[src/rtl/adc_spi_top_if.sv]
// SPI pad signals plus the tagged conversion-result bus of the ADC wing.
// master = the scanning SPI master, slave = ADC device / result consumer side.
interface adc_spi_top_if;
  logic        miso;
  logic        mosi;
  logic        sck;
  logic        ss;
  logic [11:0] data_o;
  logic [2:0]  chan_o;
  logic        valid_o;

  modport master (input miso, output mosi, sck, ss, data_o, chan_o, valid_o);
  modport slave  (output miso, input mosi, sck, ss, data_o, chan_o, valid_o);
endinterface

[src/rtl/adc_spi_top.sv]
// Free-running SPI master scanning an 8-channel 12-bit ADC round-robin; each
// result leaves with its channel tag and a one-cycle valid strobe.
module adc_spi_top #(
  parameter int CLK_DIV = 4,
  parameter int GAP_CYC = 8,
  parameter int NUM_CH  = 8
) (
  input  logic          clk_i,
  input  logic          rst_i,
  adc_spi_top_if.master bus
);

  typedef enum logic [2:0] {
    IDLE  = 3'd0,
    START = 3'd1,
    SHIFT = 3'd2,
    STOP  = 3'd3,
    GAP   = 3'd4
  } state_t;

  localparam logic [15:0] DIV_LAST  = 16'(CLK_DIV - 1);
  localparam logic [15:0] GAP_LAST  = 16'(GAP_CYC - 1);
  localparam logic [2:0]  ADDR_LAST = 3'(NUM_CH - 1);

  state_t      state_r, state_s;
  logic [15:0] cnt_r, cnt_s;
  logic [4:0]  half_r, half_s;
  logic [2:0]  addr_r, addr_s;
  logic [2:0]  prev_addr_r, prev_addr_s;
  logic        first_r, first_s;
  logic [11:0] rx_r, rx_s;
  logic        ss_r, ss_s;
  logic        sck_r, sck_s;
  logic        mosi_r, mosi_s;
  logic        valid_r, valid_s;
  logic [11:0] data_r, data_s;
  logic [2:0]  chan_r, chan_s;
  logic [15:0] tx_s;
  logic [3:0]  bit_idx_s;

  assign tx_s = {2'b00, addr_r, 11'b0};
  // Odd half 2k-1 ends with falling edge k, which presents frame bit 15-k.
  assign bit_idx_s = 4'd14 - half_r[4:1];

  // Next-state, counters and next values of every registered output.
  always_comb begin
    state_s     = state_r;
    cnt_s       = cnt_r;
    half_s      = half_r;
    addr_s      = addr_r;
    prev_addr_s = prev_addr_r;
    first_s     = first_r;
    rx_s        = rx_r;
    ss_s        = ss_r;
    sck_s       = sck_r;
    mosi_s      = mosi_r;
    valid_s     = 1'b0;
    data_s      = data_r;
    chan_s      = chan_r;
    case (state_r)
      IDLE: begin
        state_s = START;
        cnt_s   = 16'd0;
        ss_s    = 1'b0;
        sck_s   = 1'b1;
        mosi_s  = tx_s[15];
      end
      START: begin
        if (cnt_r == DIV_LAST) begin
          state_s = SHIFT;
          cnt_s   = 16'd0;
          half_s  = 5'd0;
          sck_s   = 1'b0;
        end else begin
          cnt_s = cnt_r + 16'd1;
        end
      end
      SHIFT: begin
        if (cnt_r == DIV_LAST) begin
          cnt_s  = 16'd0;
          half_s = half_r + 5'd1;
          // Only the last 12 bits survive; the four leading zeros shift out.
          if (half_r[0] == 1'b0) begin
            sck_s = 1'b1;
            rx_s  = {rx_r[10:0], bus.miso};
          end else if (half_r == 5'd31) begin
            state_s = STOP;
          end else begin
            sck_s  = 1'b0;
            mosi_s = tx_s[bit_idx_s];
          end
        end else begin
          cnt_s = cnt_r + 16'd1;
        end
      end
      STOP: begin
        if (cnt_r == DIV_LAST) begin
          state_s     = GAP;
          cnt_s       = 16'd0;
          ss_s        = 1'b1;
          mosi_s      = 1'b0;
          first_s     = 1'b0;
          prev_addr_s = addr_r;
          addr_s      = (addr_r == ADDR_LAST) ? 3'd0 : addr_r + 3'd1;
          // The ADC answers for the address sent in the previous frame.
          if (!first_r) begin
            valid_s = 1'b1;
            data_s  = rx_r;
            chan_s  = prev_addr_r;
          end else begin
            valid_s = 1'b0;
          end
        end else begin
          cnt_s = cnt_r + 16'd1;
        end
      end
      GAP: begin
        if (cnt_r == GAP_LAST) begin
          state_s = START;
          cnt_s   = 16'd0;
          ss_s    = 1'b0;
          mosi_s  = tx_s[15];
        end else begin
          cnt_s = cnt_r + 16'd1;
        end
      end
      default: begin
        state_s = IDLE;
        ss_s    = 1'b1;
        sck_s   = 1'b1;
        mosi_s  = 1'b0;
      end
    endcase
  end

  // State, counters and registered outputs.
  always_ff @(posedge clk_i or posedge rst_i) begin
    if (rst_i) begin
      state_r     <= IDLE;
      cnt_r       <= 16'd0;
      half_r      <= 5'd0;
      addr_r      <= 3'd0;
      prev_addr_r <= 3'd0;
      first_r     <= 1'b1;
      rx_r        <= 12'd0;
      ss_r        <= 1'b1;
      sck_r       <= 1'b1;
      mosi_r      <= 1'b0;
      valid_r     <= 1'b0;
      data_r      <= 12'd0;
      chan_r      <= 3'd0;
    end else begin
      state_r     <= state_s;
      cnt_r       <= cnt_s;
      half_r      <= half_s;
      addr_r      <= addr_s;
      prev_addr_r <= prev_addr_s;
      first_r     <= first_s;
      rx_r        <= rx_s;
      ss_r        <= ss_s;
      sck_r       <= sck_s;
      mosi_r      <= mosi_s;
      valid_r     <= valid_s;
      data_r      <= data_s;
      chan_r      <= chan_s;
    end
  end

  assign bus.ss      = ss_r;
  assign bus.sck     = sck_r;
  assign bus.mosi    = mosi_r;
  assign bus.valid_o = valid_r;
  assign bus.data_o  = data_r;
  assign bus.chan_o  = chan_r;

endmodule

[src/flat_wrapper.sv]
// flat-port wrapper written by rule: the top's interface ports become plain ports
module adc_spi_top_flat 
#(
  parameter int CLK_DIV = 4,
  parameter int GAP_CYC = 8,
  parameter int NUM_CH  = 8
)
  (clk_i, rst_i, bus_miso, bus_mosi, bus_sck, bus_ss, bus_data_o, bus_chan_o, bus_valid_o);
  adc_spi_top_if bus_i ();
  input  logic clk_i;
  input  logic rst_i;
  input wire logic [$bits(bus_i.miso)-1:0] bus_miso;
  output wire logic [$bits(bus_i.mosi)-1:0] bus_mosi;
  output wire logic [$bits(bus_i.sck)-1:0] bus_sck;
  output wire logic [$bits(bus_i.ss)-1:0] bus_ss;
  output wire logic [$bits(bus_i.data_o)-1:0] bus_data_o;
  output wire logic [$bits(bus_i.chan_o)-1:0] bus_chan_o;
  output wire logic [$bits(bus_i.valid_o)-1:0] bus_valid_o;
  assign bus_i.miso = bus_miso;
  assign bus_mosi = bus_i.mosi;
  assign bus_sck = bus_i.sck;
  assign bus_ss = bus_i.ss;
  assign bus_data_o = bus_i.data_o;
  assign bus_chan_o = bus_i.chan_o;
  assign bus_valid_o = bus_i.valid_o;
  adc_spi_top #(.CLK_DIV(CLK_DIV), .GAP_CYC(GAP_CYC), .NUM_CH(NUM_CH)) u_core (.clk_i(clk_i), .rst_i(rst_i), .bus(bus_i));
endmodule
[config.mk]
export PLATFORM = sky130hd
export DESIGN_NAME = adc_spi_top_flat
export DESIGN_NICKNAME = d
export VERILOG_FILES = /design/src/rtl/adc_spi_top_if.sv /design/src/rtl/adc_spi_top.sv /design/src/flat_wrapper.sv
export SDC_FILE = /design/constraint.sdc
export NUM_CORES = 1
export LEC_CHECK = 0
export ABC_AREA = 1
export BUFFER_PORTS_ARGS = -buffer_cell sky130_fd_sc_hd__clkbuf_2
export CAP_MARGIN = 20
export CORE_ASPECT_RATIO = 1.25
export CORE_MARGIN = 4
export CORE_UTILIZATION = 59
export CTS_CLUSTER_SIZE = 12
export DETAILED_ROUTE_END_ITERATION = 6
export PLACE_DENSITY = 0.82
export SYNTH_ARGS = -nofsm -noshare
export SYNTH_HDL_FRONTEND = slang
export SYNTH_SLANG_ARGS = --single-unit
[constraint.sdc]
create_clock -name clk_i -period 3.5 [get_ports clk_i]
set_input_delay 0.875 -clock clk_i [delete_from_list [all_inputs] [get_ports clk_i]]
set_output_delay 0.875 -clock clk_i [all_outputs]
set_load 0.03 [all_outputs]
Yosys cells after proc, flatten, opt, wreduce, memory -nomap -nowiden. Index checks and enable logic that the tools add are counted.

Bitwise operators: 5. Equal/unequal tests: 16. Add/subtract/negate cells: 4. Multiply operators: 0. Muxes and demuxes: 31. Shift operators: 0. Reduce and logical (&&, ||, !) cells: 14. Magnitude comparators: 1. Divide/modulo/power cells: 0.

Operator list (number): $pmux 16 s3 (1); $mux 16 (2); $mux 3 (7); $add 16x1->16 const B (1); $eq 16x2->1 const B (1); $eq 16x3->1 const B (1); $pmux 3 s5 (1); $mux 1 (13); $ne 2x1->1 const B (6); $reduce_and 3->1 (4); $reduce_and 6->1 (2); $mux 5 (2); $pmux 5 s2 (1); $pmux 1 s4 (2); $eq 3x2->1 const B (2); $eq 3x3->1 const B (2); $add 5x1->5 const B (1); $eq 5x5->1 const B (1); $lt 4x5->1 const B (1); $not 1->1 (5); $bmux 1 s4 (1); $reduce_and 4->1 (1); $reduce_or 2->1 (2); $sub 4x4->4 const A (1); 10 further kinds (10).

Logic and storage cells: 84. Memories kept: 0. Memory bits (read-only): 0. Memory bits (writable): 0. Bits of input ports: 3. Bits in registers: 62. Bits in latches: 0.

Logic depth before layout (Yosys ltp). Gate-level depths: netlist of the first run.

Word-level depth: 7. Mapped depth: 11. Mapped depth without buffers: 11.

Worst setup path before layout of the first run. No wires, ideal clock.

Path kind: register to register. From: register u_core.half_r[1]. To: register u_core.mosi_r (netlist: u_core.bus.mosi). Data required time: 3.377 ns. Setup slack: 1.956 ns. Setup time: 0.123 ns. Cell stages (with the launch flop): 11. Path buffers: 0. Data arrival time: 1.421 ns. Path through: dfrtp_1 ha_1 inv_1 nor2_1 ha_1 nand4_1 nand2_1 nor2_1 nand2_1 o21ai_0 nand2_1.

Longest elaborated chain between the ends: 7. Elaborated cells between the ends (all ways): 10. Those cells by class: 1 x add/sub; 2 x eq/ne; 6 x mux; 1 x reduce/logical.

Ends and longest elaborated chain: from (decl) (RTL line adc_spi_top.sv:27) `logic [4:0] half_r, half_s;`; from (signal assigned) (RTL line adc_spi_top.sv:155) `half_r <= half_s;`; $sub 4x4->4 (RTL line adc_spi_top.sv:43) `assign bit_idx_s = 4'd14 - half_r[4:1];`; $bmux 1 s4 (RTL line adc_spi_top.sv:90) `mosi_s = tx_s[bit_idx_s];`; $mux 1 (implied by the code) (RTL line adc_spi_top.sv:90); $mux 1 (RTL line adc_spi_top.sv:86) `end else if (half_r == 5'd31) begin`; $mux 1 (RTL line adc_spi_top.sv:83) `if (half_r[0] == 1'b0) begin`; $mux 1 (RTL line adc_spi_top.sv:79) `if (cnt_r == DIV_LAST) begin`; $pmux 1 s4 (RTL line adc_spi_top.sv:60) `case (state_r)`; to (signal assigned) (RTL line adc_spi_top.sv:162) `mosi_r <= mosi_s;`; to (decl) (RTL line adc_spi_top.sv:34) `logic mosi_r, mosi_s;`.

Parallel ways exist; a longest one is shown, timed or not. The select of a mux whose other input is x is not followed. A chain may end at the register's enable or synchronous reset.

Worst setup path after layout of the first run.
From: register u_core.cnt_r[1]. To: register u_core.chan_r[0] (netlist: u_core.bus.chan_o[0]).

Longest elaborated chain between the ends: 2.

Ends and longest elaborated chain: from (decl) (RTL line adc_spi_top.sv:26) `logic [15:0] cnt_r, cnt_s;`; from (signal assigned) (RTL line adc_spi_top.sv:154) `cnt_r <= cnt_s;`; $eq 16x2->1 (RTL line adc_spi_top.sv:97) `if (cnt_r == DIV_LAST) begin`; $reduce_and 3->1 (no source line); to (signal assigned) (RTL line adc_spi_top.sv:165) `chan_r <= chan_s;`; to (decl) (RTL line adc_spi_top.sv:37) `logic [2:0] chan_r, chan_s;`.

No other way between the ends.

==> results of run 1 <==
cells in the final DEF (no fill, tap or decap), types with 2 or more instances in the layout:
cell and instances:
o21ai_2 5, nor2_2 5, dfstp_2 3, clkbuf_8 9
nand4_1 8, nor3_1 4, ha_1 7, xor2_1 7
buf_4 2, clkbuf_2 21, clkinvlp_4 3, a21oi_1 3
o21ai_1 20, clkinv_2 2, nor2_4 3, nand3_1 22
nand2_1 101, o21ai_0 25, nand2_2 4, dfrtp_1 59
nor2_1 39, o211ai_1 5, inv_1 42, inv_2 6
power groups by stage:
stage | registers [W] | clock network [W] | logic (W)
finish | 0.000723 | 0.000605 | 0.0000227
global route | 0.000723 | 0.000650 | 0.0000276
floorplan | 0.000736 | 0 | 0.0000157
global placement | 0.000736 | 0 | 0.0000233
detailed placement | 0.000736 | 0 | 0.0000239
CTS | 0.000723 | 0.000618 | 0.0000241
registers in the layout (all words and copies together), names as in the netlist:
name,flops
u_core.cnt_r,16
u_core.bus.data_o,12
u_core.rx_r,12
u_core.half_r,5
u_core.addr_r,3
u_core.bus.chan_o,3
u_core.prev_addr_r,3
u_core.state_r,3
u_core.bus.mosi,1
u_core.bus.sck,1
u_core.bus.ss,1
u_core.bus.valid_o,1
u_core.first_r,1
critical path, stage by stage (launching register included):
cell and delay [ns]:
dfrtp_1 0.40, ha_1 0.25, nand2_1 0.09, nor2_2 0.12
nand2_2 0.14, nor2_4 0.23, nand2_1 0.61, nand2_1 0.27
o21ai_2 0.07
routing by layer:
metal	vias to the layer above	part of all wire, %	GRT usage [%]
li1	1263	-	-
met1	1206	43	27.08
met2	41	51	36.70
met3	12	3.8	6.364
met4	0	2.3	11.41
met5	-	0	0
through the flow:
stage                     hold slack, ns  cells  area, um^2  total power, W
final                             0.4536    472        3415        0.001350
after global routing              0.4757    472        3415        0.001400
after detailed placement          0.4440    456        3224       0.0007599
after CTS                         0.4545    472        3415        0.001365
after floorplan                   0.4308    377        3069       0.0007512
after global placement            0.4389    456        3224       0.0007591
cells by family (layout without fill, tap and decap cells):
group,count (synthesis),count (layout),share of synthesized area (%)
buf+inv,54,87,7.256
simple gates,187,187,26.17
fa+ha+maj,7,7,2.854
xor+xnor,7,7,1.998
flops,62,62,50.67
compound gates,59,59,10.72
mux,1,1,0.3261
final cells by class:
type / instances / share of cell area (%)
multi-input combinational: 261 / 37.82
clock inverter: 6 / 1.832
timing repair buffer: 23 / 3.518
tap: 62 / 2.272
sequential: 62 / 45.55
inverter: 48 / 5.277
clock buffer: 10 / 3.738
path summary, 6_finish.rpt:
check	slack [ns]	from	endpoint
max in group asynchronous	2.21	rst_i	u_core.first_r$_DFFE_PP1P_
max reg2reg	1.17	u_core.cnt_r[1]$_DFFE_PP0P_	u_core.bus.chan_o[0]$_DFFE_PP0P_
min reg2reg	0.45	u_core.first_r$_DFFE_PP1P_	u_core.first_r$_DFFE_PP1P_
min in group asynchronous	0.54	rst_i	u_core.bus.data_o[7]$_DFFE_PP0P_
min	0.45	u_core.first_r$_DFFE_PP1P_	u_core.first_r$_DFFE_PP1P_
max	1.17	u_core.cnt_r[1]$_DFFE_PP0P_	u_core.bus.chan_o[0]$_DFFE_PP0P_
==> results.txt, run 1 <==
status - finished, final reports clean
Iter 0 DRT Violations - 129
Pwr per Cell Area - 395.5 mW/mm^2
number of synthesized flops with an enable pin - 0
via count - 2522
CTS buffer count - 9
Synth area leader - dfrtp_1
clk buf depth - 2
area grow syn2layout - 11.25%
root buffer cell - clkbuf_8
Arr. time, crit path - 2.53 ns
syn_nets - 387
Worst slew margin - 33.83%
commonest cells in the netlist - nand2_1, dfrtp_1, inv_1
Finish-stage setup viols - 0
vias in the first global route - 2464
starting density of the core - 60.85%
Die Ht - 88.64 um
Worst Hold Depth - 2
Core Box Area - 0.005044 mm^2
VDD IR max - 0.4883 mV
row count - 29
FF+latch area - 0.001555 mm^2
Yosys warning total - 0
nets@finish - 415
initial antenna violation count - 0
Sink Count - 62
Final ANT Viol Nets - 0
FF-to-FF path depth - 8
CP Class - flip-flop to flip-flop
CP Max Fanout - 29
first-pass GRT wire length - 11.05 mm
Psw - 0.0002993 W
Syn Inst Count - 377
cts hold-fix bufs - 0
synthesized flop and latch total - 62
cts repair resizes - 0
Sw Share - 22.16%
Port Buffers - 21
drt pass-1 iters - 4
Synth top area share - 48.10%
Min-Delay Path Class - flip-flop to flip-flop
internal power - 0.001051 W
# DRC - 0
Flop pwr share - 53.5%
Max Clock Skew - 0.007288 ns
routed len/inst - 13.11 um
die width - 72.51 um
Hold Vio Cnt, Final - 0
final wirelength - 6.190 mm
logic gate share of total power - 1.7%
crit path setup slack, layout - 1.165 ns
worst slack, placed - 1.183 ns
final core utilization - 67.70%
Synth area leaders - dfrtp_1, nand2_1, inv_1
setup bufs post-CTS - 0
worst endpoint required time - 3.69 ns
setup repair after global routing missed its margin - no
max cap viols - 0
crit end category - flip-flop
Clock power frac - 44.8%
Synth Cell Area - 0.003069 mm^2
share of cells above drive strength 1 - 15.61%
synth unique cells - 24
Final min period - 2.335 ns
worst-skew pair later-pin latency - 0.34 ns
die area - 0.006427 mm^2
grt total ovfl - 0
largest net degree at the start of global routing - 30
Max Slew Vio Count - 0
Slew @ Worst Pin - 0.9902 ns
Post-Syn Area per Cell - 8.141 um^2
fmax - 0.4283 GHz
Routability Congestion - 0.8820
CP startpoint kind - flip-flop
fin crit share - 66.70%
H-tree lvl count - 3
most frequent cell after synthesis - nand2_1
CTS tree - yes
leakage power - 1.726 nW
FILL cells - 417
sequential fraction of the synthesis area - 50.67%
Top FF cell, synth - dfrtp_1
total track usage - 22.42%
post-DP HPWL - 4.396 mm
vias per cell - 5.343
Clock transition at path regs - 0.07 ns
setup TNS - 0 ns
Ant. Diodes - 0
Ports - 22
asr flop ratio synth - 100.0%
multi-input logic area - 0.001291 mm^2
No activity file was read; power rests on OpenSTA's default activity.
==> run 2, diff against run 1 <==
--- a/config.mk
+++ b/config.mk
@@ -10,10 +10,10 @@
 export CAP_MARGIN = 20
 export CORE_ASPECT_RATIO = 1.25
 export CORE_MARGIN = 4
-export CORE_UTILIZATION = 59
+export CORE_UTILIZATION = 54
 export CTS_CLUSTER_SIZE = 12
 export DETAILED_ROUTE_END_ITERATION = 6
-export PLACE_DENSITY = 0.82
+export PLACE_DENSITY = 0.79
 export SYNTH_ARGS = -nofsm -noshare
 export SYNTH_HDL_FRONTEND = slang
 export SYNTH_SLANG_ARGS = --single-unit
==> constraint.sdc (replaced) <==
create_clock -name clk_i -period 2.1 [get_ports clk_i]
set_input_delay 0.525 -clock clk_i [delete_from_list [all_inputs] [get_ports clk_i]]
set_output_delay 0.525 -clock clk_i [all_outputs]
set_load 0.03 [all_outputs]
==> run 2 against run 1 <==
Fmax up 28%. Worst setup slack worse by 0.89 ns. Cell count up 0.42%. Largest power group unchanged.
==> results.txt, run 2 (synthesis gave the netlist of run 1 again) <==
Slew @ Worst Pin - 0.4661 ns
Iter 0 DRT Violations - 185
leakage power - 1.754 nW
setup bufs post-CTS - 0
Core Box Area - 0.005480 mm^2
FF-to-FF path depth - 9
max reg flops - 16
Final min period - 1.830 ns
Clock transition at path regs - 0.07 ns
Final ANT Viol Nets - 0
worst-skew pair later-pin latency - 0.34 ns
starting density of the core - 56.00%
CP Max Fanout - 29
FF+latch area - 0.001555 mm^2
Worst setup endpoint - u_core.bus.data_o[0]$_DFFE_PP0P_
worst endpoint required time - 2.32 ns
CP dominant cell by count - nand2_1
Die Ht - 92.29 um
Clock power frac - 49.1%
CP startpoint kind - flip-flop
Crit path max-delay family - simple AND/OR/NAND/NOR gates
grt total ovfl - 0
first-pass GRT wire length - 10.75 mm
Worst slew margin - 68.81%
routed len/inst - 12.45 um
placed cell areas - 0.003239 mm^2
nets@finish - 415
VDD IR max - 0.5186 mV
most common cell after layout, fill and taps aside - nand2_1
drt pass-1 iters - 7
Sink Count - 62
flop2flop setup slack - 0.27 ns
Min-Delay Path Class - primary input to asynchronous set/reset pin
slowest library cell on the worst path - dfrtp_1
Finish-stage setup viols - 0
CTS buffer count - 9
CP bufs+invs - 1
worst r2r dst - u_core.bus.data_o[0]$_DFFE_PP0P_
Max Slew Vio Count - 0
fin crit share - 87.12%
CTS tree - yes
Port Buffers - 21
Sw Share - 21.47%
Pwr per Cell Area - 703.8 mW/mm^2
Psw - 0.0005244 W
Hold Vio Cnt, Final - 0
Finished Cell Area - 0.003471 mm^2
CP Cell Sequence - ha_1, nand2_1, nor2_2, nand2_2, nor2_4, nand2_1, buf_4, nand2_1, o21ai_1
clk buf depth - 2
Ant. Diodes - 0
setup repair after global routing missed its margin - no
final wirelength - 5.902 mm
Total Power - 0.002443 W
initial antenna violation count - 0
H-tree lvl count - 3
Ports - 22
row count - 30
final core utilization - 63.33%
max cap viols - 0
via count - 2486
Routability Congestion - 0.8735
hold slack - 0.2205 ns
CP Depth - 9
multi-input logic area - 0.001291 mm^2
CP Class - flip-flop to flip-flop
total track usage - 19.87%
die width - 75.43 um
Arr. time, crit path - 2.05 ns
cts hold-fix bufs - 0
Reg-to-Reg Start - u_core.cnt_r[1]$_DFFE_PP0P_
FILL cells - 470
vias per cell - 5.245
root buffer cell - clkbuf_8
status - finished, final reports clean
cts repair resizes - 0
critical path launch point - u_core.cnt_r[1]$_DFFE_PP0P_
largest net degree at the start of global routing - 63
# DRC - 0
fmax - 0.5466 GHz
commonest non-fill, non-tap cells in the layout - nand2_1, dfrtp_1, inv_1
crit end category - flip-flop
area grow syn2layout - 13.09%
post-DP HPWL - 4.100 mm
share of cells above drive strength 1 - 15.85%
vias in the first global route - 2468
internal power - 0.001918 W
setup TNS - 0 ns
logic gate share of total power - 1.6%
die area - 0.006961 mm^2
Critical Path Max Stage Delay - 0.39 ns
Max Clock Skew - 0.008448 ns
Most flops, register - u_core.cnt_r
Flop pwr share - 49.3%
## run 2: cell types whose count changed in the layout (fill, tap and decap cells not counted)
cell        before  now
clkinv_2         2    0
clkinv_4         0    2
clkinvlp_4       3    1
buf_12           0    1
buf_4            2    1
bufinv_16        1    2
clkbuf_1         1    0
clkbuf_8         9   10
inv_6            0    1
## run 2: power by group through the flow
stage	registers, W	logic [W]	clock network [W]
2_1_floorplan	0.00123	0.0000262	0
3_3_place_gp	0.00123	0.0000403	0
3_5_place_dp	0.00123	0.0000418	0
4_1_cts	0.00120	0.0000416	0.00122
5_1_grt	0.00120	0.0000468	0.00127
6_report	0.00120	0.0000396	0.00120
## run 2: how the worst min path moves through the flow
stage               slack [ns]                               end                  startpoint
CTS                       0.23       u_core.cnt_r[5]$_DFFE_PP0P_                       rst_i
floorplan                 0.43        u_core.first_r$_DFFE_PP1P_  u_core.first_r$_DFFE_PP1P_
global placement          0.44        u_core.first_r$_DFFE_PP1P_  u_core.first_r$_DFFE_PP1P_
detailed placement        0.46        u_core.first_r$_DFFE_PP1P_  u_core.first_r$_DFFE_PP1P_
global route              0.24       u_core.cnt_r[4]$_DFFE_PP0P_                       rst_i
finish                    0.22  u_core.bus.data_o[7]$_DFFE_PP0P_                       rst_i
## run 2: final cells by class
type,instances,share of cell area [%]
repair buffers,23,3.821
clock buffers,10,3.965
well taps,64,2.307
inverters,48,5.191
clock inverters,6,2.704
flip-flops and latches,62,44.81
multi-input cells,261,37.20
## run 2: routing by layer
metal / GRT usage [%] / share of wire (%) / up-vias
li1: - / - / 1265
met4: 7.580 / 1.6 / 0
met1: 25.84 / 46 / 1159
met3: 5.537 / 4.1 / 11
met2: 31.12 / 49 / 51
met5: 0 / 0 / -
## run 2: through the flow
step                setup slack, ns  std cells
global placement             0.3806        458
CTS                          0.2945        474
floorplan                   0.03857        377
finish                       0.2704        474
global route                0.06623        474
detailed placement           0.3186        458
## run 2: tightest hold or removal path: stages
cell and delay [ns]:
clkbuf_2 0.08, inv_2 0.06, buf_12 0.29
==> run 3, diff against run 2 <==
--- a/config.mk
+++ b/config.mk
@@ -9,11 +9,11 @@
 export BUFFER_PORTS_ARGS = -buffer_cell sky130_fd_sc_hd__clkbuf_2
 export CAP_MARGIN = 20
 export CORE_ASPECT_RATIO = 1.25
-export CORE_MARGIN = 4
-export CORE_UTILIZATION = 54
+export CORE_MARGIN = 5
+export CORE_UTILIZATION = 30
 export CTS_CLUSTER_SIZE = 12
 export DETAILED_ROUTE_END_ITERATION = 6
-export PLACE_DENSITY = 0.79
+export PLACE_DENSITY = 0.51
 export SYNTH_ARGS = -nofsm -noshare
 export SYNTH_HDL_FRONTEND = slang
 export SYNTH_SLANG_ARGS = --single-unit
==> run 3 against run 2 <==
Clock skew increased by 0.00066 ns. Critical path depth unchanged. Sequential share of layout area decreased by 1.8 points. Worst setup slack improved by 0.090 ns. Global-route usage decreased by 8.5 points. Routed wire length increased by 6.6%. Clock-buffer cell count decreased by 1. Combinational power increased by 1%. Critical endpoint is now u_core.bus.data_o[1]$_DFFE_PP0P_. Largest cell class unchanged. Largest power group is now the clock network.
==> results.txt, run 3 (synthesis gave the netlist of run 1 again) <==
via count - 2467
grt total ovfl - 0
Port Buffers - 21
routed len/inst - 11.65 um
worst-skew pair later-pin latency - 0.33 ns
CP Max Fanout - 16
starting density of the core - 30.53%
first-pass GRT wire length - 11.12 mm
Finished Cell Area - 0.003616 mm^2
CP Class - flip-flop to flip-flop
commonest non-fill, non-tap cells in the layout - nand2_1, dfrtp_1, inv_1
Max Slew Vio Count - 0
final wirelength - 6.293 mm
Final min period - 1.740 ns
setup repair after global routing missed its margin - no
vias in the first global route - 2412
cts hold-fix bufs - 0
CTS buffer count - 9
CP bufs+invs - 1
largest net degree at the start of global routing - 63
vias per cell - 4.569
CP dominant cell by count - nand2_1
share of cells above drive strength 1 - 16.06%
max reg flops - 16
die area - 0.01237 mm^2
placed cell areas - 0.003328 mm^2
# DRC - 0
H-tree lvl count - 3
Iter 0 DRT Violations - 81
Most flops, register - u_core.cnt_r
initial antenna violation count - 0
area grow syn2layout - 17.81%
setup TNS - 0 ns
Routability Congestion - 0.7960
slowest library cell on the worst path - dfrtp_1
critical path launch point - u_core.cnt_r[1]$_DFFE_PP0P_
root buffer cell - clkbuf_16
Slew @ Worst Pin - 0.4662 ns
Final ANT Viol Nets - 0
Critical Path Max Stage Delay - 0.38 ns
drt pass-1 iters - 4
Ant. Diodes - 0
CP Cell Sequence - ha_1, nand2_1, nor2_2, nand2_2, nor2_4, nand2_1, buf_4, nand2_1, o21ai_1
Reg-to-Reg Start - u_core.cnt_r[1]$_DFFE_PP0P_
fmax - 0.5748 GHz
Clock transition at path regs - 0.06 ns
Finish-stage setup viols - 0
fin crit share - 82.85%
Core Box Area - 0.01005 mm^2
CTS tree - yes
Hold Vio Cnt, Final - 0
die width - 100.5 um
Ports - 22
Sink Count - 62
row count - 41
most common cell after layout, fill and taps aside - nand2_1
leakage power - 1.785 nW
post-DP HPWL - 4.570 mm
Pwr per Cell Area - 736.8 mW/mm^2
nets@finish - 416
Die Ht - 123.1 um
clk buf depth - 2
Worst slew margin - 68.80%
Max Clock Skew - 0.009110 ns
max cap viols - 0
Crit path max-delay family - simple AND/OR/NAND/NOR gates
status - finished, final reports clean
Min-Delay Path Class - primary input to asynchronous set/reset pin
crit end category - flip-flop
worst endpoint required time - 2.31 ns
Arr. time, crit path - 1.95 ns
cts repair resizes - 0
VDD IR max - 0.4147 mV
CP startpoint kind - flip-flop
setup bufs post-CTS - 0
total track usage - 11.33%
## run 3: cell types whose count changed in the layout (fill, tap and decap cells not counted)
cell       before  now
clkbuf_16       0    9
inv_6           1    4
bufinv_16       2    0
buf_4           1    2
inv_8           0    1
clkbuf_8       10    0
clkinv_4        2    1
## run 3: cell type report
class	count	area, um^2
Clock buffer	9	225.2
Clock inverter	7	62.56
Fill cell	1090	6439
Inverter	48	180.2
Multi-Input combinational cell	261	1291
Sequential cell	62	1555
Tap cell	129	161.4
Timing Repair Buffer	24	140.1
## run 3: layer usage
layer	wire length, um	up-vias	track usage (%)
li1	-	1268	-
met1	2904	1160	13.75
met2	3096	32	18.95
met3	188	7	2.991
met4	102	0	4.802
met5	0	-	0
## run 3: final timing paths
| kind | to | slack [ns] | cells after the start |
|---|---|---|---|
| max in group asynchronous | u_core.first_r$_DFFE_PP1P_ | 1.54 | 3 |
| min in group clk_i | u_core.rx_r[0]$_DFFE_PP0P_ | 0.46 | 3 |
| worst min-delay path | u_core.cnt_r[4]$_DFFE_PP0P_ | 0.23 | 3 |
| worst max register to register | u_core.bus.data_o[1]$_DFFE_PP0P_ | 0.36 | 9 |
| worst max-delay path | u_core.bus.data_o[1]$_DFFE_PP0P_ | 0.36 | 9 |
| worst min register to register | u_core.first_r$_DFFE_PP1P_ | 0.46 | 2 |
## run 3: worst min-delay path: stages
cell and delay (ns):
clkbuf_2 0.09, inv_2 0.06, buf_12 0.29
## run 3: power by group
group	total (W)	leakage (nW)	switching, W	internal [W]
clock network	0.00142	0.139	0.000594	0.000824
logic	0.0000401	0.826	0.0000307	0.00000939
registers	0.00121	0.819	0.00000342	0.00120
total	0.00266	1.78	0.000628	0.00204
## run 3: metrics by stage
| step | utilization [%] | setup slack (ns) | hold slack, ns | total power (W) | instances |
|---|---|---|---|---|---|
| CTS | 35.96 | 0.3379 | 0.2507 | 0.002702 | 540 |
| detailed placement | 33.10 | 0.3496 | 0.4579 | 0.001270 | 524 |
| finish | 35.96 | 0.3602 | 0.2336 | 0.002664 | 540 |
| floorplan | - | 0.03857 | 0.4308 | 0.001252 | 377 |
| global route | 35.96 | 0.1132 | 0.2814 | 0.002771 | 540 |
| global placement | 33.10 | 0.3854 | 0.4447 | 0.001269 | 524 |
